### src/rtl/reflex_tick_sched.sv
// reflex_tick_sched
//   Tick scheduler for the reflex trainer. A programmable prescaler on clk_i
//   produces one-cycle tick enables (no derived clocks). A round FSM runs on
//   those ticks: armed delay, stimulus (expire), then reaction measurement
//   until hit, false start or saturation.
// Ports
//   clk_i, rst_i            clock, synchronous active-high reset
//   run_i                   1 = prescaler and round advance, 0 = pause
//   cfg_valid_i/cfg_div_i   new divide ratio offer; cfg_ready_o = shadow free
//   arm_valid_i/arm_delay_i start a round; arm_ready_o high in IDLE/DONE
//   hit_i                   synchronised, debounced player response
//   tick_o                  one-cycle prescaler pulse
//   expire_o                one-cycle stimulus pulse
//   result_valid_o          one-cycle pulse on entry to DONE
//   elapsed_o               reaction time in ticks (held in DONE)
//   early_o, timeout_o      false start / saturation flags (held in DONE)
module reflex_tick_sched #(
  parameter int CNT_W       = 28,
  parameter int DEFAULT_DIV = 100000,
  parameter int TIME_W      = 16
) (
  input  logic              clk_i,
  input  logic              rst_i,
  input  logic              run_i,
  input  logic              cfg_valid_i,
  input  logic [CNT_W-1:0]  cfg_div_i,
  output logic              cfg_ready_o,
  input  logic              arm_valid_i,
  input  logic [TIME_W-1:0] arm_delay_i,
  output logic              arm_ready_o,
  input  logic              hit_i,
  output logic              tick_o,
  output logic              expire_o,
  output logic              result_valid_o,
  output logic [TIME_W-1:0] elapsed_o,
  output logic              early_o,
  output logic              timeout_o
);

  localparam logic [CNT_W-1:0]  DEF_DIV  = CNT_W'(DEFAULT_DIV);
  localparam logic [TIME_W-1:0] TIME_MAX = {TIME_W{1'b1}};

  typedef enum logic [1:0] {IDLE, ARMED, MEASURE, DONE} state_t;

  // ---------------- prescaler and config shadow ----------------
  logic [CNT_W-1:0] pcnt_q, pcnt_d;
  logic [CNT_W-1:0] div_act_q, div_act_d;
  logic [CNT_W-1:0] shadow_q, shadow_d;
  logic             pend_q, pend_d;
  logic             tick_q, tick_d;
  logic [CNT_W-1:0] div_eff;
  logic             wrap;

  assign div_eff = (div_act_q == '0) ? CNT_W'(1) : div_act_q;
  // ">=" rather than "==": a ratio swapped in while paused may leave pcnt
  // above the new terminal count; the period then ends at the next edge.
  assign wrap = run_i && (pcnt_q >= div_eff - CNT_W'(1));

  always_comb begin
    pcnt_d    = pcnt_q;
    div_act_d = div_act_q;
    shadow_d  = shadow_q;
    pend_d    = pend_q;
    tick_d    = wrap;
    if (run_i) pcnt_d = wrap ? '0 : pcnt_q + CNT_W'(1);
    // Apply a pending ratio only on a period boundary (or while paused),
    // so div_act never changes in the middle of a running period.
    if (pend_q) begin
      if (wrap || !run_i) begin
        div_act_d = shadow_q;
        pend_d    = 1'b0;
      end
    end else if (cfg_valid_i) begin
      shadow_d = cfg_div_i;
      pend_d   = 1'b1;
    end
  end

  always_ff @(posedge clk_i) begin
    if (rst_i) begin
      pcnt_q    <= '0;
      div_act_q <= DEF_DIV;
      shadow_q  <= '0;
      pend_q    <= 1'b0;
      tick_q    <= 1'b0;
    end else begin
      pcnt_q    <= pcnt_d;
      div_act_q <= div_act_d;
      shadow_q  <= shadow_d;
      pend_q    <= pend_d;
      tick_q    <= tick_d;
    end
  end

  assign cfg_ready_o = !pend_q;
  assign tick_o      = tick_q;

  // ---------------- round FSM ----------------
  state_t            state_q, state_d;
  logic [TIME_W-1:0] dcnt_q, dcnt_d;
  logic [TIME_W-1:0] elapsed_q, elapsed_d;
  logic              early_q, early_d;
  logic              timeout_q, timeout_d;
  logic              expire_q, expire_d;
  logic              rv_q, rv_d;

  // The FSM consumes the registered tick, so expire lands one cycle after
  // the (D+1)th tick following arm.
  always_comb begin
    state_d   = state_q;
    dcnt_d    = dcnt_q;
    elapsed_d = elapsed_q;
    early_d   = early_q;
    timeout_d = timeout_q;
    expire_d  = 1'b0;
    rv_d      = 1'b0;
    if (run_i) begin
      unique case (state_q)
        IDLE, DONE: begin
          if (arm_valid_i) begin
            state_d   = ARMED;
            dcnt_d    = arm_delay_i;
            elapsed_d = '0;
            early_d   = 1'b0;
            timeout_d = 1'b0;
          end
        end
        ARMED: begin
          if (hit_i) begin            // false start beats a same-cycle tick
            state_d   = DONE;
            early_d   = 1'b1;
            elapsed_d = '0;
            rv_d      = 1'b1;
          end else if (tick_q) begin
            if (dcnt_q == '0) begin
              state_d  = MEASURE;
              expire_d = 1'b1;
            end else begin
              dcnt_d = dcnt_q - TIME_W'(1);
            end
          end
        end
        MEASURE: begin
          if (hit_i) begin            // same-cycle tick is not counted
            state_d = DONE;
            rv_d    = 1'b1;
          end else if (tick_q) begin
            if (elapsed_q == TIME_MAX) begin
              state_d   = DONE;
              timeout_d = 1'b1;
              rv_d      = 1'b1;
            end else begin
              elapsed_d = elapsed_q + TIME_W'(1);
            end
          end
        end
        default: state_d = IDLE;
      endcase
    end
  end

  always_ff @(posedge clk_i) begin
    if (rst_i) begin
      state_q   <= IDLE;
      dcnt_q    <= '0;
      elapsed_q <= '0;
      early_q   <= 1'b0;
      timeout_q <= 1'b0;
      expire_q  <= 1'b0;
      rv_q      <= 1'b0;
    end else begin
      state_q   <= state_d;
      dcnt_q    <= dcnt_d;
      elapsed_q <= elapsed_d;
      early_q   <= early_d;
      timeout_q <= timeout_d;
      expire_q  <= expire_d;
      rv_q      <= rv_d;
    end
  end

  assign arm_ready_o    = (state_q == IDLE) || (state_q == DONE);
  assign expire_o       = expire_q;
  assign result_valid_o = rv_q;
  assign elapsed_o      = elapsed_q;
  assign early_o        = early_q;
  assign timeout_o      = timeout_q;

endmodule

### config.mk
export PLATFORM = sky130hd
export DESIGN_NAME = reflex_tick_sched
export DESIGN_NICKNAME = d
export VERILOG_FILES = /design/src/rtl/reflex_tick_sched.sv
export SDC_FILE = /design/constraint.sdc
export NUM_CORES = 1
export LEC_CHECK = 0
export BUFFER_PORTS_ARGS = -buffer_cell sky130_fd_sc_hd__buf_2
export CORE_MARGIN = 2
export CORE_UTILIZATION = 59
export CTS_CLUSTER_DIAMETER = 150
export DETAILED_ROUTE_END_ITERATION = 12
export PLACE_DENSITY = 0.81
export SLEW_MARGIN = 0
export SYNTH_ARGS = -nofsm -noshare
export SYNTH_HDL_FRONTEND = slang
export SYNTH_SLANG_ARGS = --single-unit
### constraint.sdc
create_clock -name clk_i -period 6.2 [get_ports clk_i]
set_clock_uncertainty 0.05 [all_clocks]
set_input_delay 0.93 -clock clk_i [delete_from_list [all_inputs] [get_ports clk_i]]
set_output_delay 0.93 -clock clk_i [all_outputs]
set_load 0.1 [all_outputs]
* Word level (Yosys, flattened, before mapping)
Cells that the tools add are included.
** Word-level totals
- Register bits :: 124
- Output and inout port bits :: 23
- Bits of input ports :: 50
** Cells by class
- Equality and inequality tests :: 17
- Add/sub/neg operators :: 4
- Reduce and logical (&&, ||, !) cells :: 20
- $lt $le $gt $ge :: 1
- Bitwise logic cells :: 4
- Mux-type cells :: 37
** Operator list (number)
- 2-to-1 mux 16 bit :: 9
- 2-to-1 mux 28 bit :: 2
- case mux 16 bit (3 select lines) :: 1
- case mux 16 bit (2 select lines) :: 1
- adder 28 x 1 -> 28 bit, second input constant :: 1
- >= comparator 28 bit :: 1
- zero test 28 bit :: 1
- subtractor 28 x 1 -> 28 bit, second input constant :: 1
- AND reduction 6 bit :: 4
- != test 2 bit, second input constant :: 9
- adder 16 x 1 -> 16 bit, second input constant :: 1
- == test 16 bit, second input constant :: 1
- zero test 16 bit :: 1
- subtractor 16 x 1 -> 16 bit, second input constant :: 1
- 2-to-1 mux 2 bit :: 7
- 2-to-1 mux 1 bit :: 13
- != test 3 bit, second input constant :: 4
- case mux 1 bit (2 select lines) :: 3
- case mux 2 bit (3 select lines) :: 1
- OR reduction 5 bit :: 1
- == test 2 bit, second input constant :: 2
- NOT 1 bit :: 4
- AND reduction 2 bit :: 2
- AND reduction 4 bit :: 1
- other kinds (7) :: 11

* Longest topological paths before layout
Gate-level depths: netlist of run 1.
- Depth after elaboration :: 8
- Gate-level depth with buffers :: 21
- Mapped depth without buffers :: 18

* Worst setup path after synthesis of run 1
Ideal clock, no wire load.
- Path type :: register -> register
- From :: register div_act_q[13]
- To :: register div_act_q[10]
- Clock period less this slack :: 4.425 ns
- Library setup time :: 0.072 ns
- Cell stages (with the launch flop) :: 21
- Arrival time :: 4.303 ns
- Data required time :: 6.078 ns
- Slack :: 1.775 ns
- Path through :: dfxtp_1 or4_1 nor4b_2 and4_1 nor2_1 ha_1 nor3b_1 nand3b_1 and2b_1 and2_1 nor2b_1 xnor2_1 ha_1 nand4_1 nor4_1 and2_1 a21oi_2 a31oi_1 buf_4 buf_4 mux2i_1
** On the way
- Cells in the longest elaborated chain, start to end :: 7
** Ends and longest elaborated chain
- start, declared :: RTL line 47 : logic [CNT_W-1:0] div_act_q, div_act_d;
- start signal, assigned :: RTL line 88 : div_act_q <= div_act_d;
- zero test 28 bit :: RTL line 54 : assign div_eff = (div_act_q == '0) ? CNT_W'(1) : div_act_q;
- 2-to-1 mux 28 bit * :: RTL line 54
- subtractor 28 x 1 -> 28 bit * :: RTL line 57 : assign wrap = run_i && (pcnt_q >= div_eff - CNT_W'(1));
- >= comparator 28 bit * :: RTL line 57
- logical AND 1 bit * :: RTL line 57
- logical OR 1 bit * :: RTL line 69 : if (wrap || !run_i) begin
- AND reduction 2 bit (no source line) *
Mark *: on every way between the ends. The rest lies on a longest branch, timed or not.
A chain may end at the register's enable or synchronous reset.

* Worst setup path in the final report of run 1
- From :: register div_act_q[19]
- To :: register div_act_q[23]
The elaborated chain is that of the path after synthesis.

==> results of run 1 <==
==> cells in the final DEF, fill, tap and decap left out, drive strengths merged, types with 3 or more instances in the layout <==
cell        n
nand2     153
dfxtp     124
buf        79
nor2       62
a21oi      60
nor3       42
xor2       36
ha         34
mux2i      29
xnor2      25
o21ai      23
nand4      20
clkbuf     18
inv        18
nand3      17
or3        11
and2       11
or4         9
nor2b       9
and3        8
a211oi      7
a31oi       7
nor4        7
and4        6
nand3b      6
clkinv      5
nand4b      4
a222oi      4
clkinvlp    4
nand2b      3
a41oi       3
a22oi       3
a21o        3
o31ai       3
a221oi      3
a31o        3
==> flip-flops by register name, summed over array words and instances (netlist names), 2 cells and up <==
signal,cells
pcnt_q,28
shadow_q,28
elapsed_o,16
state_q,2
div_act_q,28
dcnt_q,16
==> area by class of cell <==
cell class | count | area [sq um] | share of cell area
clock buffers | 18 | 439 | 0.0573
flip-flops and latches | 124 | 2480 | 0.324
well taps | 140 | 175 | 0.0229
repair buffers | 79 | 413 | 0.0539
inverters | 15 | 56.3 | 0.00735
multi-input cells | 635 | 3980 | 0.519
clock inverters | 13 | 119 | 0.0155
==> stage by stage <==
stage	std cells	power, uW
floorplan	813	1130
global placement	993	1200
detailed placement	993	1210
CTS	1024	2140
global route	1024	2220
finish	1024	2140
==> final timing paths <==
check	end	slack, ps
worst max-delay path	div_act_q[23]	1090
worst min-delay path	shadow_q[21]	400
worst min register to register	shadow_q[21]	400
worst max register to register	div_act_q[23]	1090
==> kinds of logic after synthesis <==
group,after synthesis,share of synthesized area
adders and majority gates,34,0.0639
and+or+nand+nor,379,0.280
buffers and inverters,54,0.0329
xor gates and xnor gates,61,0.0802
muxes,30,0.0458
AOI/OAI and AO/OA,131,0.124
DFF,124,0.373
==> layer usage <==
metal	wire [um]	vias up	share of wire	global-route usage
met4	340	0	0.023	0.110
met1	6920	2710	0.46	0.349
met2	6940	190	0.46	0.408
li1	-	2984	-	-
met3	826	34	0.055	0.0594
met5	0	-	0	0
==> worst max-delay path: cells and delay by family (launching register included) <==
family	cells	cell delay, ps
adders and majority gates	2	530
muxes	1	270
buffers and inverters	1	420
DFF	1	350
xor gates and xnor gates	1	100
AOI/OAI and AO/OA	2	330
and+or+nand+nor	12	2970
==> power breakdown <==
group / switching [uW] / total [uW] / internal [uW]
logic: 214 / 339 / 125
registers: 31.3 / 862 / 831
clock network: 374 / 933 / 560
==> impl_metrics.py, run 1 <==
metrics = {
    "clock_network": {
        "clk_pin_slew_ps": 60,
        "numCtsBuffers": 17,
        "cts.repair.resized": 0,
        "htree_num_levels": 4,
        "cts_setup_buffers": 0,
        "ctsHoldBuffers": 0,
        "cts_tree": "yes",
        "clkLatencyLatePin_ps": 430,
        "clock_path_buffers": 2,
        "clock-sinks": 124,
        "root_buffer": "clkbuf_16",
    },
    "die": {
        "die_area_sq_um": 12200,
        "fp.dieW_um": 110,
        "die_h_um": 110,
        "rows": 38,
        "coreArea_sq_um": 10900,
        "ioPinCount": 73,
        "start_util": 0.609,
    },
    "timing": {
        "maxSlewViolCount": 0,
        "fmax_ghz": 0.196,
        "setup-violations-final": 0,
        "min_period_ps": 5110,
        "holdWs_ps": 403,
        "fin_crit_sh": 0.825,
        "tightest_slew_ps": 915,
        "finalHoldViolCount": 0,
        "worst_slack_ps": 1090,
        "rsz0062_at_grt": "false",
        "max_slew_margin": 0.389,
        "tns_ps": 0,
    },
    "yosys": {
        "syn_area_per_cell_sq_um": 8.20,
        "synth-edff-count": 0,
        "ys.flop_type": "dfxtp_1",
        "synth_nets": 897,
        "netlist_instances": 813,
        "ys_warn_count": 0,
        "syn_area_sq_um": 6660,
        "ys_types": 66,
        "synthArstFlopShare": 0,
        "synth.most_common_cell": "nand2_1",
        "synth_area_leader_cell": "dfxtp_1",
        "ys_seq_area_frac": 0.373,
        "ys_seq_elements": 124,
        "synth.area.top_cells": "dfxtp_1 (37%), nand2_1 (8.6%), ha_1 (6.4%), xor2_1 (4.7%), a21oi_1 (4.4%)",
        "synth_common_cells": "nand2_1 (153), dfxtp_1 (124), nor2_1 (62), a21oi_1 (58), nor3_1 (41)",
        "netlist.area_leader.share": 0.373,
    },
    "final_layout": {
        "final_area_sq_um": 7660,
        "areaGrowthSynthToFinish_pct": 15.0,
        "n_fill_cell": 845,
        "nNetsFinal": 956,
        "antenna-diode-count": 0,
        "drive_above_1_share": 0.145,
        "utilization": 0.701,
    },
    "global_routing": {
        "grt_start_max_net_pins": 53,
        "grt.overflow.total": 0,
        "grt_usage": 0.261,
        "antenna_found_initial": 0,
        "grt_pass1_vias": 5454,
        "grt_pass1_wl_um": 25200,
    },
    "hold_path": {
        "hold_path.class": "flip-flop to flip-flop",
        "min_path_cells": 2,
        "min_from": "shadow_q[21]",
    },
    "route": {
        "antenna_left": 0,
        "drc": 0,
        "routed-via-count": 5918,
        "drt-initial-drc-count": 400,
        "routed_wl_um": 15000,
        "firstDrtPassIters": 6,
        "wire_per_inst_um": 14.7,
        "viasPerCell": 5.78,
    },
    "setup_path": {
        "cp_data_arrival_time_ps": 5410,
        "critPathLaunch": "div_act_q[19]",
        "timing.critical_path.cells": "or4_1, nor4_2, and4_1, nor2_1, ha_1, nor3b_1, nand3b_1, and2b_1, and2_1, nand2_1, xor2_1, ha_1, nand4_1, nor4_1, and2_1, a21oi_2, a31oi_4, buf_4, mux2i_1",
        "ff2ff_path_depth": 19,
        "worstSetupPathType": "flip-flop to flip-flop",
        "crit_required_ps": 6500,
        "setup.worst_path.start_class": "flip-flop",
        "reg2reg_from": "div_act_q[19]",
        "slowest_stage": "or4_1",
        "cp-end-kind": "flip-flop",
        "path_max_fanout": 28,
        "slowest_delay_ps": 610,
    },
    "placed_design": {
        "port_buffers": 72,
        "gp_congestion": 0.913,
        "hpwlAfterDp_um": 10500,
        "place_area_sq_um": 7100,
        "pre_cts_ws_ps": 1200,
    },
    "flow_run": {
        "maxCapViolations": 0,
    },
    "pwr": {
        "max-vdd-ir-drop_mv": 0.223,
        "powerDensity_nw_per_um2": 279,
        "power_leakage_uw": 0.00300,
    },
    "run_status": {
        "outcome": "completed",
    },
}
No activity file was read; power rests on OpenSTA's default activity.
==> run 2, diff against run 1 <==
==> constraint.sdc (replaced) <==
create_clock -name clk_i -period 5 [get_ports clk_i]
set_clock_uncertainty 0.05 [all_clocks]
set_input_delay 0.75 -clock clk_i [delete_from_list [all_inputs] [get_ports clk_i]]
set_output_delay 0.75 -clock clk_i [all_outputs]
set_load 0.1 [all_outputs]
==> run 2 against run 1 <==
Combinational power rose by 27%. Sequential share of layout area decreased by 0.93 points. Sequential power grew 24%. Critical path depth is the same. Clock-buffer cell count increased by 4. Final cell count up 0.29%. Fmax rose by 7.0%. Global-route usage rose by 0.87 points. First-iteration DRC count increased by 37%. Non-clock buffer count increased by 2. Die area did not move. Design area grew 3.0%. Critical path type unchanged. Critical endpoint is now div_act_q[15]. Highest routed layer unchanged.
==> impl_metrics.py, run 2 (synthesis gave the netlist of run 1 again) <==
metrics = {
    "timing": {
        "holdWs_ps": 407,
        "maxSlewViolCount": 0,
        "fmax_ghz": 0.209,
        "setup-violations-final": 0,
        "min_period_ps": 4780,
        "finalHoldViolCount": 0,
        "worst_slack_ps": 220,
        "tns_ps": 0,
        "max_slew_margin": 0.378,
        "tightest_slew_ps": 931,
        "fin_crit_sh": 0.956,
        "rsz0062_at_grt": "false",
    },
    "setup_path": {
        "path_max_fanout": 14,
        "setup.worst_path.start_class": "flip-flop",
        "reg2reg_setup_slack_ps": 220,
        "cp_data_arrival_time_ps": 5080,
        "crit_required_ps": 5300,
        "cp-end-kind": "flip-flop",
        "worstSetupPathType": "flip-flop to flip-flop",
    },
    "clock_network": {
        "clock-sinks": 124,
        "clock_path_buffers": 2,
        "numCtsBuffers": 17,
        "htree_num_levels": 4,
        "cts_tree": "yes",
        "clkLatencyLatePin_ps": 420,
        "cts_setup_buffers": 0,
        "clk_pin_slew_ps": 50,
        "root_buffer": "clkbuf_16",
    },
    "die": {
        "coreArea_sq_um": 10900,
        "fp.dieW_um": 110,
        "die_area_sq_um": 12200,
        "start_util": 0.609,
        "ioPinCount": 73,
        "die_h_um": 110,
        "rows": 38,
    },
    "route": {
        "drc": 0,
        "drt-initial-drc-count": 549,
        "antenna_left": 0,
        "wire_per_inst_um": 15.3,
        "routed_wl_um": 15700,
        "firstDrtPassIters": 5,
        "viasPerCell": 5.90,
        "routed-via-count": 6061,
    },
    "final_layout": {
        "final_area_sq_um": 7890,
        "antenna-diode-count": 0,
        "layout_common_cells": "nand2_1 (153), dfxtp_1 (124), buf_2 (72)",
        "final_common_cell": "nand2_1",
        "largestRegisters": "div_act_q (28), pcnt_q (28), shadow_q (28)",
        "nNetsFinal": 958,
        "areaGrowthSynthToFinish_pct": 18.4,
        "drive_above_1_share": 0.152,
    },
    "placed_design": {
        "pre_cts_ws_ps": 188,
        "place_area_sq_um": 7120,
        "hpwlAfterDp_um": 10500,
        "port_buffers": 72,
        "gp_congestion": 0.908,
    },
    "global_routing": {
        "grt_start_max_net_pins": 61,
        "grt_pass1_wl_um": 26200,
        "grt.overflow.total": 0,
        "grt_pass1_vias": 5716,
        "grt_usage": 0.270,
        "antenna_found_initial": 0,
    },
    "pwr": {
        "max-vdd-ir-drop_mv": 0.316,
        "powerDensity_nw_per_um2": 369,
        "power_leakage_uw": 0.00310,
        "totalPowerFinal_uw": 2910,
    },
    "flow_run": {
        "maxCapViolations": 0,
    },
    "hold_path": {
        "hold_path.class": "flip-flop to flip-flop",
    },
    "run_status": {
        "outcome": "completed",
    },
}
[run 2: cell types whose count changed in the layout (fill, tap and decap cells not counted), sizes merged]
cell | previous run | this run
buf | 79 | 80
bufinv | 1 | 6
clkbuf | 18 | 23
clkinv | 5 | 1
clkinvlp | 4 | 3
inv | 18 | 15
[run 2: repair_timing]
| action | CTS | global route |
|---|---|---|
| hold buffers | 0 | 0 |
| setup endpoints to repair | 0 | 51 |
| gates resized for setup | 0 | 11 |
[run 2: stage by stage]
step | cells | util
2_1_floorplan | 813 | -
3_3_place_gp | 994 | 0.651
3_5_place_dp | 994 | 0.651
4_1_cts | 1026 | 0.713
5_1_grt | 1027 | 0.721
6_report | 1027 | 0.721
[run 2: layout make-up]
cell class	instances	area [sq um]
tap	140	175
fill	811	3050
sequential	124	2480
inverter	15	56.3
multi-input combinational	635	4040
clock buffer	22	464
timing repair buffer	81	458
clock inverter	10	211
[run 2: power breakdown]
part           total (uW)  switching [uW]  internal (uW)
registers            1070            40.1           1030
clock network        1410             446            961
logic                 430             270            160
[run 2: worst max-delay path, stage by stage, from the launching register on]
cell and delay, ps:
dfxtp_1 350, or4_4 590, nor4b_4 280, and4_2 330, nor2_1 80, ha_1 200
nor3b_2 180, nand3b_1 170, and2b_1 250, and2_1 210, nor2b_1 150, xnor2_1 130
ha_1 270, nand4_1 140, nor4_2 280, and2_4 200, a21oi_4 90, a31oi_4 290
clkbuf_16 250, mux2i_1 210
[run 2: layer usage]
layer	vias to the layer above	global-route usage	share of wire	wire length (um)
li1	2989	-	-	-
met1	2857	0.359	0.45	7040
met2	194	0.432	0.48	7620
met3	21	0.0553	0.054	845
met4	0	0.106	0.014	221
met5	-	0	0	0
[run 2: final timing paths]
kind | endpoint | cells past startpoint | start
hold reg to reg | shadow_q[6] | 2 | shadow_q[6]
hold / removal | shadow_q[6] | 2 | shadow_q[6]
setup / recovery | div_act_q[15] | 19 | div_act_q[13]
setup reg to reg | div_act_q[15] | 19 | div_act_q[13]
